## src/rtl/load_store_unit.sv

```systemverilog
// ---------------------------------------------------------------------------
// load_store_unit
//
// Purpose:
//   M-stage load/store unit. It turns a single load or store from the
//   pipeline into one request on a simple valid/ready memory bus. It stalls
//   the pipeline while the access is outstanding. On completion it formats
//   load data (lane select plus sign or zero extension). A stuck bus is
//   abandoned after TIMEOUT_CYCLES busy cycles and reported on BusErrM.
//
//   Access sequence: IDLE -> BUSY (one or more cycles) -> DONE -> IDLE.
//   The pipeline advances on the edge that ends DONE.
//
// Parameters:
//   TIMEOUT_CYCLES  maximum BUSY cycles without MemReady (0 = no timeout)
//
// Build option:
//   MISALIGN_TRAP_EN  when defined, misaligned halfword and word accesses are
//                     not issued and are reported on MisalignM. When it is
//                     undefined, MisalignM is 0, halfword lanes use addr[1]
//                     only, and word accesses ignore addr[1:0].
//
// Ports:
//   clk         clock, rising edge
//   reset       synchronous reset, active low
//   MemReadM    M-stage load
//   MemWriteM   M-stage store (takes priority when both are set)
//   Funct3M     size/sign: 000 b, 001 h, 010 w, 100 bu, 101 hu, other -> w
//   ALUResultM  effective byte address
//   WriteDataM  store data, right-aligned
//   ReadDataM   extended load data (held between loads)
//   StallM      pipeline stall request
//   BusErrM     one-cycle pulse: access aborted by timeout
//   MisalignM   one-cycle pulse: misaligned access rejected
//   MemAddr     word-aligned bus address
//   MemWData    lane-replicated store data
//   MemBE       byte enables
//   MemWE       1 = write, 0 = read
//   MemValid    request valid
//   MemReady    bus handshake
//   MemRData    bus read data
// ---------------------------------------------------------------------------
module load_store_unit #(
  parameter int unsigned TIMEOUT_CYCLES = 255
) (
  input  logic        clk,
  input  logic        reset,
  input  logic        MemReadM,
  input  logic        MemWriteM,
  input  logic [2:0]  Funct3M,
  input  logic [31:0] ALUResultM,
  input  logic [31:0] WriteDataM,
  output logic [31:0] ReadDataM,
  output logic        StallM,
  output logic        BusErrM,
  output logic        MisalignM,
  output logic [31:0] MemAddr,
  output logic [31:0] MemWData,
  output logic [3:0]  MemBE,
  output logic        MemWE,
  output logic        MemValid,
  input  logic        MemReady,
  input  logic [31:0] MemRData
);

  localparam logic [1:0] ST_IDLE = 2'd0;
  localparam logic [1:0] ST_BUSY = 2'd1;
  localparam logic [1:0] ST_DONE = 2'd2;

  localparam logic [1:0] SZ_B = 2'd0;
  localparam logic [1:0] SZ_H = 2'd1;
  localparam logic [1:0] SZ_W = 2'd2;

  localparam logic [31:0] TO_LIMIT = 32'(TIMEOUT_CYCLES);
  localparam logic        TO_EN    = (TO_LIMIT != 32'd0);
  localparam logic [31:0] TO_LAST  = TO_LIMIT - 32'd1;

  // Access size from Funct3M. Unsupported encodings are treated as word.
  function automatic logic [1:0] size_of(input logic [2:0] f3);
    logic [1:0] s;
    case (f3)
      3'b000, 3'b100: s = SZ_B;
      3'b001, 3'b101: s = SZ_H;
      default:        s = SZ_W;
    endcase
    return s;
  endfunction

  function automatic logic [3:0] store_be(input logic [1:0] size, input logic [1:0] lane);
    logic [3:0] be;
    case (size)
      SZ_B:    be = 4'b0001 << lane;
      SZ_H:    be = 4'b0011 << {lane[1], 1'b0};
      default: be = 4'b1111;
    endcase
    return be;
  endfunction

  function automatic logic [31:0] store_wdata(input logic [1:0] size, input logic [31:0] wd);
    logic [31:0] r;
    case (size)
      SZ_B:    r = {4{wd[7:0]}};
      SZ_H:    r = {2{wd[15:0]}};
      default: r = wd;
    endcase
    return r;
  endfunction

  function automatic logic [31:0] load_fmt(input logic [1:0] size, input logic uns,
                                           input logic [1:0] lane, input logic [31:0] rd);
    logic [7:0]  b;
    logic [15:0] h;
    logic [31:0] r;
    case (lane)
      2'd0:    b = rd[7:0];
      2'd1:    b = rd[15:8];
      2'd2:    b = rd[23:16];
      default: b = rd[31:24];
    endcase
    h = lane[1] ? rd[31:16] : rd[15:0];
    case (size)
      SZ_B:    r = uns ? {24'd0, b} : {{24{b[7]}}, b};
      SZ_H:    r = uns ? {16'd0, h} : {{16{h[15]}}, h};
      default: r = rd;
    endcase
    return r;
  endfunction

  logic [1:0]  state_q,    state_d;
  logic [31:0] cnt_q,      cnt_d;
  logic [31:0] rdata_q,    rdata_d;
  logic [31:0] addr_q,     addr_d;
  logic [31:0] wdata_q,    wdata_d;
  logic [3:0]  be_q,       be_d;
  logic        we_q,       we_d;
  logic        load_q,     load_d;
  logic [1:0]  size_q,     size_d;
  logic        uns_q,      uns_d;
  logic [1:0]  lane_q,     lane_d;
  logic        buserr_q,   buserr_d;
  logic        misalign_q, misalign_d;

  logic        req_s;
  logic [1:0]  size_s;
  logic        mis_s;

  assign req_s  = MemReadM | MemWriteM;
  assign size_s = size_of(Funct3M);

`ifdef MISALIGN_TRAP_EN
  assign mis_s = ((size_s == SZ_H) && ALUResultM[0]) ||
                 ((size_s == SZ_W) && (ALUResultM[1:0] != 2'b00));
`else
  assign mis_s = 1'b0;
`endif

  // Next-state logic for the access FSM and its captured bus fields.
  always_comb begin
    state_d    = state_q;
    cnt_d      = cnt_q;
    rdata_d    = rdata_q;
    addr_d     = addr_q;
    wdata_d    = wdata_q;
    be_d       = be_q;
    we_d       = we_q;
    load_d     = load_q;
    size_d     = size_q;
    uns_d      = uns_q;
    lane_d     = lane_q;
    buserr_d   = 1'b0;
    misalign_d = 1'b0;
    case (state_q)
      ST_IDLE: begin
        if (req_s && mis_s) begin
          // Rejected without touching the bus.
          state_d    = ST_DONE;
          misalign_d = 1'b1;
        end else if (req_s) begin
          state_d = ST_BUSY;
          cnt_d   = 32'd0;
          addr_d  = {ALUResultM[31:2], 2'b00};
          lane_d  = ALUResultM[1:0];
          size_d  = size_s;
          uns_d   = Funct3M[2];
          // A simultaneous load and store performs only the store.
          load_d  = MemReadM & ~MemWriteM;
          we_d    = MemWriteM;
          be_d    = store_be(size_s, ALUResultM[1:0]);
          wdata_d = store_wdata(size_s, WriteDataM);
        end else begin
          state_d = ST_IDLE;
        end
      end
      ST_BUSY: begin
        if (MemReady) begin
          state_d = ST_DONE;
          if (load_q) begin
            rdata_d = load_fmt(size_q, uns_q, lane_q, MemRData);
          end else begin
            rdata_d = rdata_q;
          end
        end else if (TO_EN && (cnt_q == TO_LAST)) begin
          // Timeout on the last allowed busy cycle.
          state_d  = ST_DONE;
          buserr_d = 1'b1;
          if (load_q) begin
            rdata_d = 32'd0;
          end else begin
            rdata_d = rdata_q;
          end
        end else begin
          cnt_d = cnt_q + 32'd1;
        end
      end
      ST_DONE: begin
        state_d = ST_IDLE;
      end
      default: begin
        state_d = ST_IDLE;
      end
    endcase
  end

  // State and bus-field registers with synchronous active-low reset.
  always_ff @(posedge clk) begin
    if (!reset) begin
      state_q    <= ST_IDLE;
      cnt_q      <= 32'd0;
      rdata_q    <= 32'd0;
      addr_q     <= 32'd0;
      wdata_q    <= 32'd0;
      be_q       <= 4'd0;
      we_q       <= 1'b0;
      load_q     <= 1'b0;
      size_q     <= 2'd0;
      uns_q      <= 1'b0;
      lane_q     <= 2'd0;
      buserr_q   <= 1'b0;
      misalign_q <= 1'b0;
    end else begin
      state_q    <= state_d;
      cnt_q      <= cnt_d;
      rdata_q    <= rdata_d;
      addr_q     <= addr_d;
      wdata_q    <= wdata_d;
      be_q       <= be_d;
      we_q       <= we_d;
      load_q     <= load_d;
      size_q     <= size_d;
      uns_q      <= uns_d;
      lane_q     <= lane_d;
      buserr_q   <= buserr_d;
      misalign_q <= misalign_d;
    end
  end

  // Stall decode. The stall rises in IDLE as soon as a request appears, so
  // the pipeline never advances past an unissued access.
  always_comb begin
    StallM = 1'b0;
    case (state_q)
      ST_IDLE: StallM = req_s;
      ST_BUSY: StallM = 1'b1;
      default: StallM = 1'b0;
    endcase
  end

  assign MemValid  = (state_q == ST_BUSY);
  assign MemAddr   = addr_q;
  assign MemWData  = wdata_q;
  assign MemBE     = be_q;
  assign MemWE     = we_q;
  assign ReadDataM = rdata_q;
  assign BusErrM   = buserr_q;

`ifdef MISALIGN_TRAP_EN
  assign MisalignM = misalign_q;
`else
  assign MisalignM = 1'b0;
`endif

endmodule

```

## config.mk

```make
export PLATFORM = sky130hd
export DESIGN_NAME = load_store_unit
export DESIGN_NICKNAME = d
export VERILOG_FILES = /design/src/rtl/load_store_unit.sv
export SDC_FILE = /design/constraint.sdc
export NUM_CORES = 1
export LEC_CHECK = 0
export BUFFER_PORTS_ARGS = -buffer_cell sky130_fd_sc_hd__buf_2
export CAP_MARGIN = 10
export CELL_PAD_IN_SITES_DETAIL_PLACEMENT = 2
export CELL_PAD_IN_SITES_GLOBAL_PLACEMENT = 2
export CORE_MARGIN = 2
export CORE_UTILIZATION = 28
export CTS_CLUSTER_SIZE = 28
export DETAILED_ROUTE_END_ITERATION = 6
export PLACE_DENSITY = 0.84
export SLEW_MARGIN = 5
export SYNTH_ARGS = -nofsm -noshare
export SYNTH_HDL_FRONTEND = slang
export SYNTH_SLANG_ARGS = --single-unit
```

## constraint.sdc

```tcl
create_clock -name clk -period 2.55 [get_ports clk]
set_clock_uncertainty 0.2 [all_clocks]
set_input_delay 0.1275 -clock clk [delete_from_list [all_inputs] [get_ports clk]]
set_output_delay 0.1275 -clock clk [all_outputs]
set_load 0.02 [all_outputs]
```

# ---- Word level (Yosys, flattened, before mapping)
# Index checks and enable logic that the tools add are counted.
dict set report totals {
  ff_bits 140
  latchBits 0
  ramBits 0
  romBits 0
  inputBits 104
  out_inout_bits 105
  wordCells 68
  memories 0
}
dict set report classes {
  addsub 1
  n_mul 0
  div_mod_pow 0
  magnitude_cmp 0
  n_eq_ne 13
  shifts 2
  muxes 22
  bitwise 5
  n_reduce_logical 13
}
# operator n
set ops {}
lappend ops {{$mux 32} 9}
lappend ops {{$pmux 32 s2} 3}
lappend ops {{$add 32x1->32 const B} 1}
lappend ops {{$eq 32x8->1 const B} 1}
lappend ops {{$pmux 8 s3} 1}
lappend ops {{$mux 16} 1}
lappend ops {{$eq 2x1->1 const B} 4}
lappend ops {{$logic_not 2->1} 4}
lappend ops {{$pmux 2 s2} 2}
lappend ops {{$pmux 4 s2} 1}
lappend ops {{$eq 3x3->1 const B} 2}
lappend ops {{$ne 2x2->1 const B} 3}
lappend ops {{$mux 2} 2}
lappend ops {{$reduce_and 4->1} 1}
lappend ops {{$reduce_bool 2->1} 2}
lappend ops {{$reduce_or 2->1} 2}
lappend ops {{$shl 1x2->4 const A} 1}
lappend ops {{$shl 2x2->4 const A} 1}
lappend ops {{$eq 3x1->1 const B} 1}
lappend ops {{$logic_not 3->1} 1}
lappend ops {{$ne 3x1->1 const B} 1}
lappend ops {{$not 1->1} 3}
lappend ops {{$reduce_and 3->1} 1}
lappend ops {{$reduce_or 3->1} 1}
lappend ops {{other kinds (6)} 7}

# ---- Logic depth before layout (Yosys ltp)
# Gate-level depths: netlist of run 1.
dict set report logic_depth {
  word_depth 6
  depth_mapped 8
  depth_no_buf 7
}

# ---- Least setup slack after synthesis of run 1
# Ideal clock, no wire load.
dict set report synth_timing {
  path_type {reg2reg}
  start {reg cnt_q[0]}
  end {reg rdata_q[15] (netlist: ReadDataM[15])}
  t_arrival_ps 1841
  t_required_ps 2233
  slack_ps 392
  stages_incl_launch_ff 9
  period_less_slack_ps 2158
  path_cell_list {dfxtp_1 -> inv_1 -> ha_1 -> nor4b_1 -> and4_1 -> a31oi_1 -> o31a_1 -> buf_2 -> a32o_1}
}
dict set report synth_via {
  elab_chain_len 3
}
# element line_no
set synth_lines {}
lappend synth_lines {{from (decl)} 130} ;# logic [31:0] cnt_q, cnt_d;
lappend synth_lines {{from (signal assigned)} 242} ;# cnt_q <= cnt_d;
lappend synth_lines {{$eq 32x8->1} 202} ;# end else if (TO_EN && (cnt_q == TO_LAST)) begin
lappend synth_lines {{$reduce_bool 2->1 (no line)} n/a}
lappend synth_lines {{$reduce_and 3->1 (no line)} n/a}
lappend synth_lines {{to (signal assigned)} 243} ;# rdata_q <= rdata_d;
lappend synth_lines {{to (decl)} 131} ;# logic [31:0] rdata_q, rdata_d;
# Every way passes these cells.
# A chain may end at the register's enable or synchronous reset.

# ---- Final worst setup path of run 1
dict set report layout_timing {
  start {reg cnt_q[0]}
  end {reg rdata_q[22] (netlist: ReadDataM[22])}
}
# The elaborated chain is that of the path after synthesis.

==> results_dict.tcl, run 1 <==
set metrics [dict create \
    path_class "flip-flop to flip-flop" \
    cts_buffer_depth 2 \
    ir_drop_mv 0.516 \
    end_kind "flip-flop" \
    gr-total-overflow 0 \
    post_cts_buffers 0 \
    synth_area_leaders "dfxtp_1, nand2_1, a21oi_1" \
    fp.dieH_microns 154 \
    hold_depth 3 \
    slew_viol_final 0 \
    clock_latency_ps 430 \
    fill_cells 2401 \
    die-area_sq_um 23700 \
    grt_max_degree 94 \
    slowest_stage "o31a_1" \
    p_per_area_nw_per_um2 667 \
    grt_usage 0.255 \
    slew-limit-headroom 0.291 \
    synth_async_sr_flop_share 0 \
    multiInputGateArea_sq_um 3270 \
    setup_violations 0 \
    drc 0 \
    initial_core_util 0.287 \
    cts_root_buf "clkbuf_16" \
    cts-buffers-inserted 17 \
    io_pins 209 \
    postRouteAntennaNets 0 \
    hpwl_microns 17400 \
    netlist_area_sq_um 6290 \
    cp.required_ps 2670 \
    wl_per_cell_microns 22.4 \
    rows 54 \
    min_to "size_q[0]" \
    slowest_delay_ps 360 \
    core_area_sq_um 22000 \
    finalNetCount 1173 \
    drt-total-wl_microns 30400 \
    yosysTopAreaCell "dfxtp_1" \
    synth_edf_count 0 \
    outcome "finished, final reports clean" \
    yosysWarnings 0 \
    drive_gt1_frac 0.262 \
    hold_viol 0 \
    regArea_sq_um 2810 \
    r2r_start "cnt_q[0]" \
    crit_path_cell_trace "inv_2 > ha_1 > nor4b_4 > and4_4 > a31oi_2 > o31a_1 > buf_12 > a22o_1" \
    grt_pass1_wl_microns 47200 \
    num_vias 7180 \
    layoutNonFillerInstCount 1360 \
    startpoint_type "flip-flop" \
    port_buffers 205 \
    area_delta_synth_final_pct 49.5 \
    ys_ff_latch 140 \
    ys_seq_area_frac 0.445 \
    min_from "Funct3M[0]" \
    finalCriticalPeriod_ps 2530 \
    r2r_slack_ps 20 \
    dp_cells 1221 \
    netlist-cell-type-count 55 \
    post-synth-top-count-cell "nand2_1" \
    dieWidth_microns 154 \
    crit_start "cnt_q[0]" \
    cts_tree "built" \
    numClockSinks 140 \
    reg2reg_to "ReadDataM[22]" \
    p_leak_nw 3.96 \
    avgSynthCellArea_sq_um 8.21 \
    antenna_found_initial 3 \
    clock.fmax_mhz 396 \
    maxCapViolCount 0 \
    gp_routability_congestion 0.779 \
    rsz0062_at_grt "no" \
    rr_worst_depth 8 \
    ys_top_cells_by_count "nand2_1, dfxtp_1, a21oi_1" \
    synthCells 767 \
    fin_crit_sh 0.991 \
    dr.pass1.iters 5 \
    synthFlopType "dfxtp_1" \
    worstHoldPathType "primary input to flip-flop" \
    dr.first_iter.drc_count 282 \
    synth_top_area_share 0.445 \
    grt_pass1_vias 8171 \
    clk_pin_slew_ps 70 \
    viasPerCell 5.28 \
    critPathMaxFanout 32 \
    htree_levels 4 \
    tightestPinTransition_ps 1060 \
    cp.arrival_ps 2650 \
    setup-tns-final_ps 0 \
]
## cells by family (layout without fill, tap and decap cells)
kind of cell    after synthesis  count (layout)  synth area share
compound gates              217             217             0.216
fa+ha+maj                     2               2           0.00397
other cells                   1               4          0.000596
simple gates                317             317             0.246
flops                       140             140             0.445
xor+xnor                      1               1           0.00139
buf+inv                      65             375            0.0457
mux                          24              24            0.0403
## per-stage QoR
stage / worst slack, ps / hold slack, ps / cell area, sq um / power (mW) / util
6_report: 23.5 / 84.2 / 9410 / 6.27 / 0.428
5_1_grt: 1.48 / 92.0 / 9410 / 6.51 / 0.428
3_3_place_gp: 240 / 168 / 7670 / 3.34 / 0.349
3_5_place_dp: 134 / 178 / 7670 / 3.37 / 0.349
4_1_cts: 9.56 / 76.0 / 9370 / 6.23 / 0.427
2_1_floorplan: 392 / 5.84 / 6300 / 2.96 / -
## placed cells by master (no fill, tap or decap), types with 11 or more instances in the layout
cell type / count
nand2b_1: 27
nand2_1: 152
dfxtp_1: 138
or3_1: 22
o21ai_0: 51
clkbuf_16: 17
a21oi_1: 80
nor2_1: 43
nor3_1: 12
mux2i_1: 22
buf_2: 205
a31oi_1: 11
nand3_1: 13
nand4_1: 11
dlygate4sd3_1: 107
a22o_1: 17
buf_4: 15
## registers in the layout, indices dropped and copies added, names as in the netlist
| register | flops |
|---|---|
| BusErrM | 1 |
| MemAddr | 30 |
| MemBE | 4 |
| MemWData | 32 |
| MemWE | 1 |
| ReadDataM | 32 |
| cnt_q | 32 |
| lane_q | 2 |
| load_q | 1 |
| size_q | 2 |
| state_q | 2 |
| uns_q | 1 |
## worst max path at each step
stage	endpoint	slack, ps	cells past startpoint
final	ReadDataM[22]	20	8
after global routing	ReadDataM[22]	1	8
after CTS	ReadDataM[22]	10	8
after detailed placement	ReadDataM[29]	130	8
after global placement	ReadDataM[23]	240	8
after floorplan	ReadDataM[15]	390	8
## per-layer routing
layer	part of all wire	global-route usage	up-vias
li1	-	-	3331
met1	0.40	0.285	3563
met5	0.00043	0	-
met4	0.030	0.101	2
met2	0.52	0.473	215
met3	0.045	0.0524	69
## worst max-delay path: cells and delay by family (launching register included)
kind,cells,cell delay (ps)
AO/OA/AOI/OAI,3,750
adder cells (fa/ha/maj),1,200
buffers and inverters,2,260
flip-flops,1,350
AND/OR/NAND/NOR,2,640
## report_power, final
part	switching, mW	internal, mW	total (mW)
registers	0.0840	2.30	2.39
clock network	1.09	1.64	2.74
logic	0.712	0.438	1.15
total	1.89	4.38	6.27
## area by class of cell
| type | instances | share of cell area |
|---|---|---|
| well taps | 280 | 0.0372 |
| flip-flops and latches | 140 | 0.298 |
| diodes | 1 | 0.000266 |
| clock inverters | 13 | 0.0205 |
| clock buffers | 18 | 0.0456 |
| multi-input cells | 564 | 0.348 |
| repair buffers | 332 | 0.246 |
| inverters | 12 | 0.00479 |
## what timing repair did
action,CTS,global route
endpoints found under the hold margin,108,0
hold buffers,107,0
pin swaps,0,2
resized for setup,2,9
setup endpoints to repair,33,39
Power figures use the tool's default switching activity.
==> inputs of run 2 (changes only) <==
PLACE_DENSITY = unset   (was 0.84)
PLACE_DENSITY_LB_ADDON = 0.05   (was unset)
RECOVER_POWER = 50   (was unset)
==> run 2 against run 1 <==
Effect of this change: power down 4.8%; clock power decreased by 7%; hold slack worse by 23 ps; die area did not move; sequential share of layout area increased by 0.71 points; maximum frequency is 1.7% higher; cell area decreased by 2.4%; register-to-register slack improved by 40 ps; highest routed layer is now met4.
==> results_dict.tcl, run 2 (synthesized netlist as in run 1, its figures left out) <==
set metrics [dict create \
    clk_pin_slew_ps 60 \
    end_kind "flip-flop" \
    critPathMaxFanout 32 \
    min_to "size_q[0]" \
    drive_gt1_frac 0.161 \
    gp_routability_congestion 0.744 \
    grt_pass1_vias 7765 \
    rows 54 \
    finalCriticalPeriod_ps 2490 \
    p_leak_nw 3.51 \
    clock.fmax_mhz 402 \
    slowest_stage "nor4_1" \
    fin_area_sq_um 9180 \
    dr.pass1.iters 4 \
    fin_crit_sh 0.975 \
    critPathTopFamily "simple AND/OR/NAND/NOR gates" \
    fill_cells 2502 \
    htree_levels 4 \
    slowest_delay_ps 590 \
    finalNetCount 1173 \
    cts-buffers-inserted 17 \
    maxCapViolCount 0 \
    num_vias 6936 \
    tightestPinTransition_ps 916 \
    slew_viol_final 0 \
    hold_depth 3 \
    wl_per_cell_microns 19.2 \
    cp.required_ps 2660 \
    final_cell_mix "nand2_1, dfxtp_1, dlygate4sd3_1" \
    crit_path_cell_trace "nor4_1 > and3_1 > a31oi_1 > o31a_1 > buf_12 > a22o_1" \
    worstHoldPathType "primary input to flip-flop" \
    viasPerCell 5.09 \
    startpoint_type "flip-flop" \
    antenna_found_initial 1 \
    reg2reg_to "ReadDataM[27]" \
    path_buf_inv 1 \
    r2r_start "cnt_q[13]" \
    cts_tree "built" \
    gr-total-overflow 0 \
    hold_viol 0 \
    slew-limit-headroom 0.387 \
    switching_power_mw 1.79 \
    grt_max_degree 93 \
    die-area_sq_um 23700 \
    setup-tns-final_ps 0 \
    dieWidth_microns 154 \
    drt-total-wl_microns 26200 \
    rsz0062_at_grt "no" \
    fp.dieH_microns 154 \
    core_area_sq_um 22000 \
    clock_latency_ps 430 \
    numClockSinks 140 \
    area_delta_synth_final_pct 45.9 \
    p_per_area_nw_per_um2 650 \
    outcome "finished, final reports clean" \
    r2r_slack_ps 60 \
    min_from "Funct3M[0]" \
    intPower_mw 4.18 \
    setup_violations 0 \
    cp.arrival_ps 2600 \
    pwr-share-seq 0.398 \
    ir_drop_mv 0.396 \
    grt_pass1_wl_microns 42300 \
    dr.first_iter.drc_count 222 \
    swShare 0.300 \
    final_common_cell "nand2_1" \
    path_class "flip-flop to flip-flop" \
    port_buffers 205 \
    power.share.combinational 0.178 \
    dpl_cell_area_sq_um 7620 \
    grt_usage 0.223 \
    initial_core_util 0.287 \
    drc 0 \
    io_pins 209 \
    clkPwrFrac 0.425 \
    cts_root_buf "clkbuf_16" \
    hpwl_microns 17600 \
    postRouteAntennaNets 0 \
    rr_worst_depth 6 \
    cts_buffer_depth 2 \
]
## run 2: changes by cell type in the layout (fill, tap and decap cells not counted), sizes merged
cell and change:
dlygate4sd3 +1, clkinvlp +3, bufinv -2, diode +1, buf -104, clkbuf +104
clkinv -1
## run 2: power groups by stage
| stage | combinational, mW | clock [mW] | sequential, mW |
|---|---|---|---|
| floorplan | 0.428 | 0 | 2.53 |
| global placement | 0.911 | 0 | 2.41 |
| detailed placement | 0.941 | 0 | 2.42 |
| CTS | 1.08 | 2.61 | 2.37 |
| global route | 1.16 | 2.70 | 2.39 |
| finish | 1.06 | 2.54 | 2.37 |
## run 2: tightest hold or removal path, stage by stage
cell and delay [ps]:
buf_2 250, a31oi_1 200, nor2_1 50
## run 2: through the flow
stage	utilization	instances	setup WS [ps]	hold slack, ps	total power [mW]
floorplan	-	769	392	5.84	2.96
global placement	0.347	1219	201	169	3.32
detailed placement	0.347	1219	72.7	179	3.36
CTS	0.423	1359	30.0	39.2	6.06
global route	0.418	1361	16.7	60.3	6.25
finish	0.418	1362	64.9	60.9	5.97
## run 2: worst max-delay path by stage
| stage | depth (start not counted) | from | endpoint |
|---|---|---|---|
| floorplan | 8 | cnt_q[0] | ReadDataM[15] |
| global placement | 7 | cnt_q[1] | ReadDataM[21] |
| detailed placement | 5 | lane_q[1] | ReadDataM[20] |
| CTS | 5 | lane_q[1] | ReadDataM[27] |
| global route | 6 | cnt_q[13] | ReadDataM[22] |
| finish | 6 | cnt_q[13] | ReadDataM[27] |
## run 2: layer usage
layer / track usage / wire length [microns] / vias up
li1: - / - / 3319
met1: 0.263 / 11300 / 3429
met2: 0.398 / 13200 / 156
met3: 0.0623 / 1290 / 32
met4: 0.0623 / 396 / 0
met5: 0 / 0 / -
## run 2: repair_timing
action,in CTS,in global routing
gates resized for setup,0,3
hold endpoints to repair,108,0
setup buffers,0,0
hold buffers,108,0
endpoints found under the setup margin,0,19
## run 2: layout make-up
type,count,area [sq um],share of cell area
multi-input combinational,564,3240,0.353
sequential,140,2800,0.305
timing repair buffer,331,2140,0.233
clock buffer,20,447,0.0487
tap,280,350,0.0382
clock inverter,12,139,0.0151
inverter,12,48.8,0.00531
timing repair inverter,1,5.00,0.000545
antenna,2,5.00,0.000545
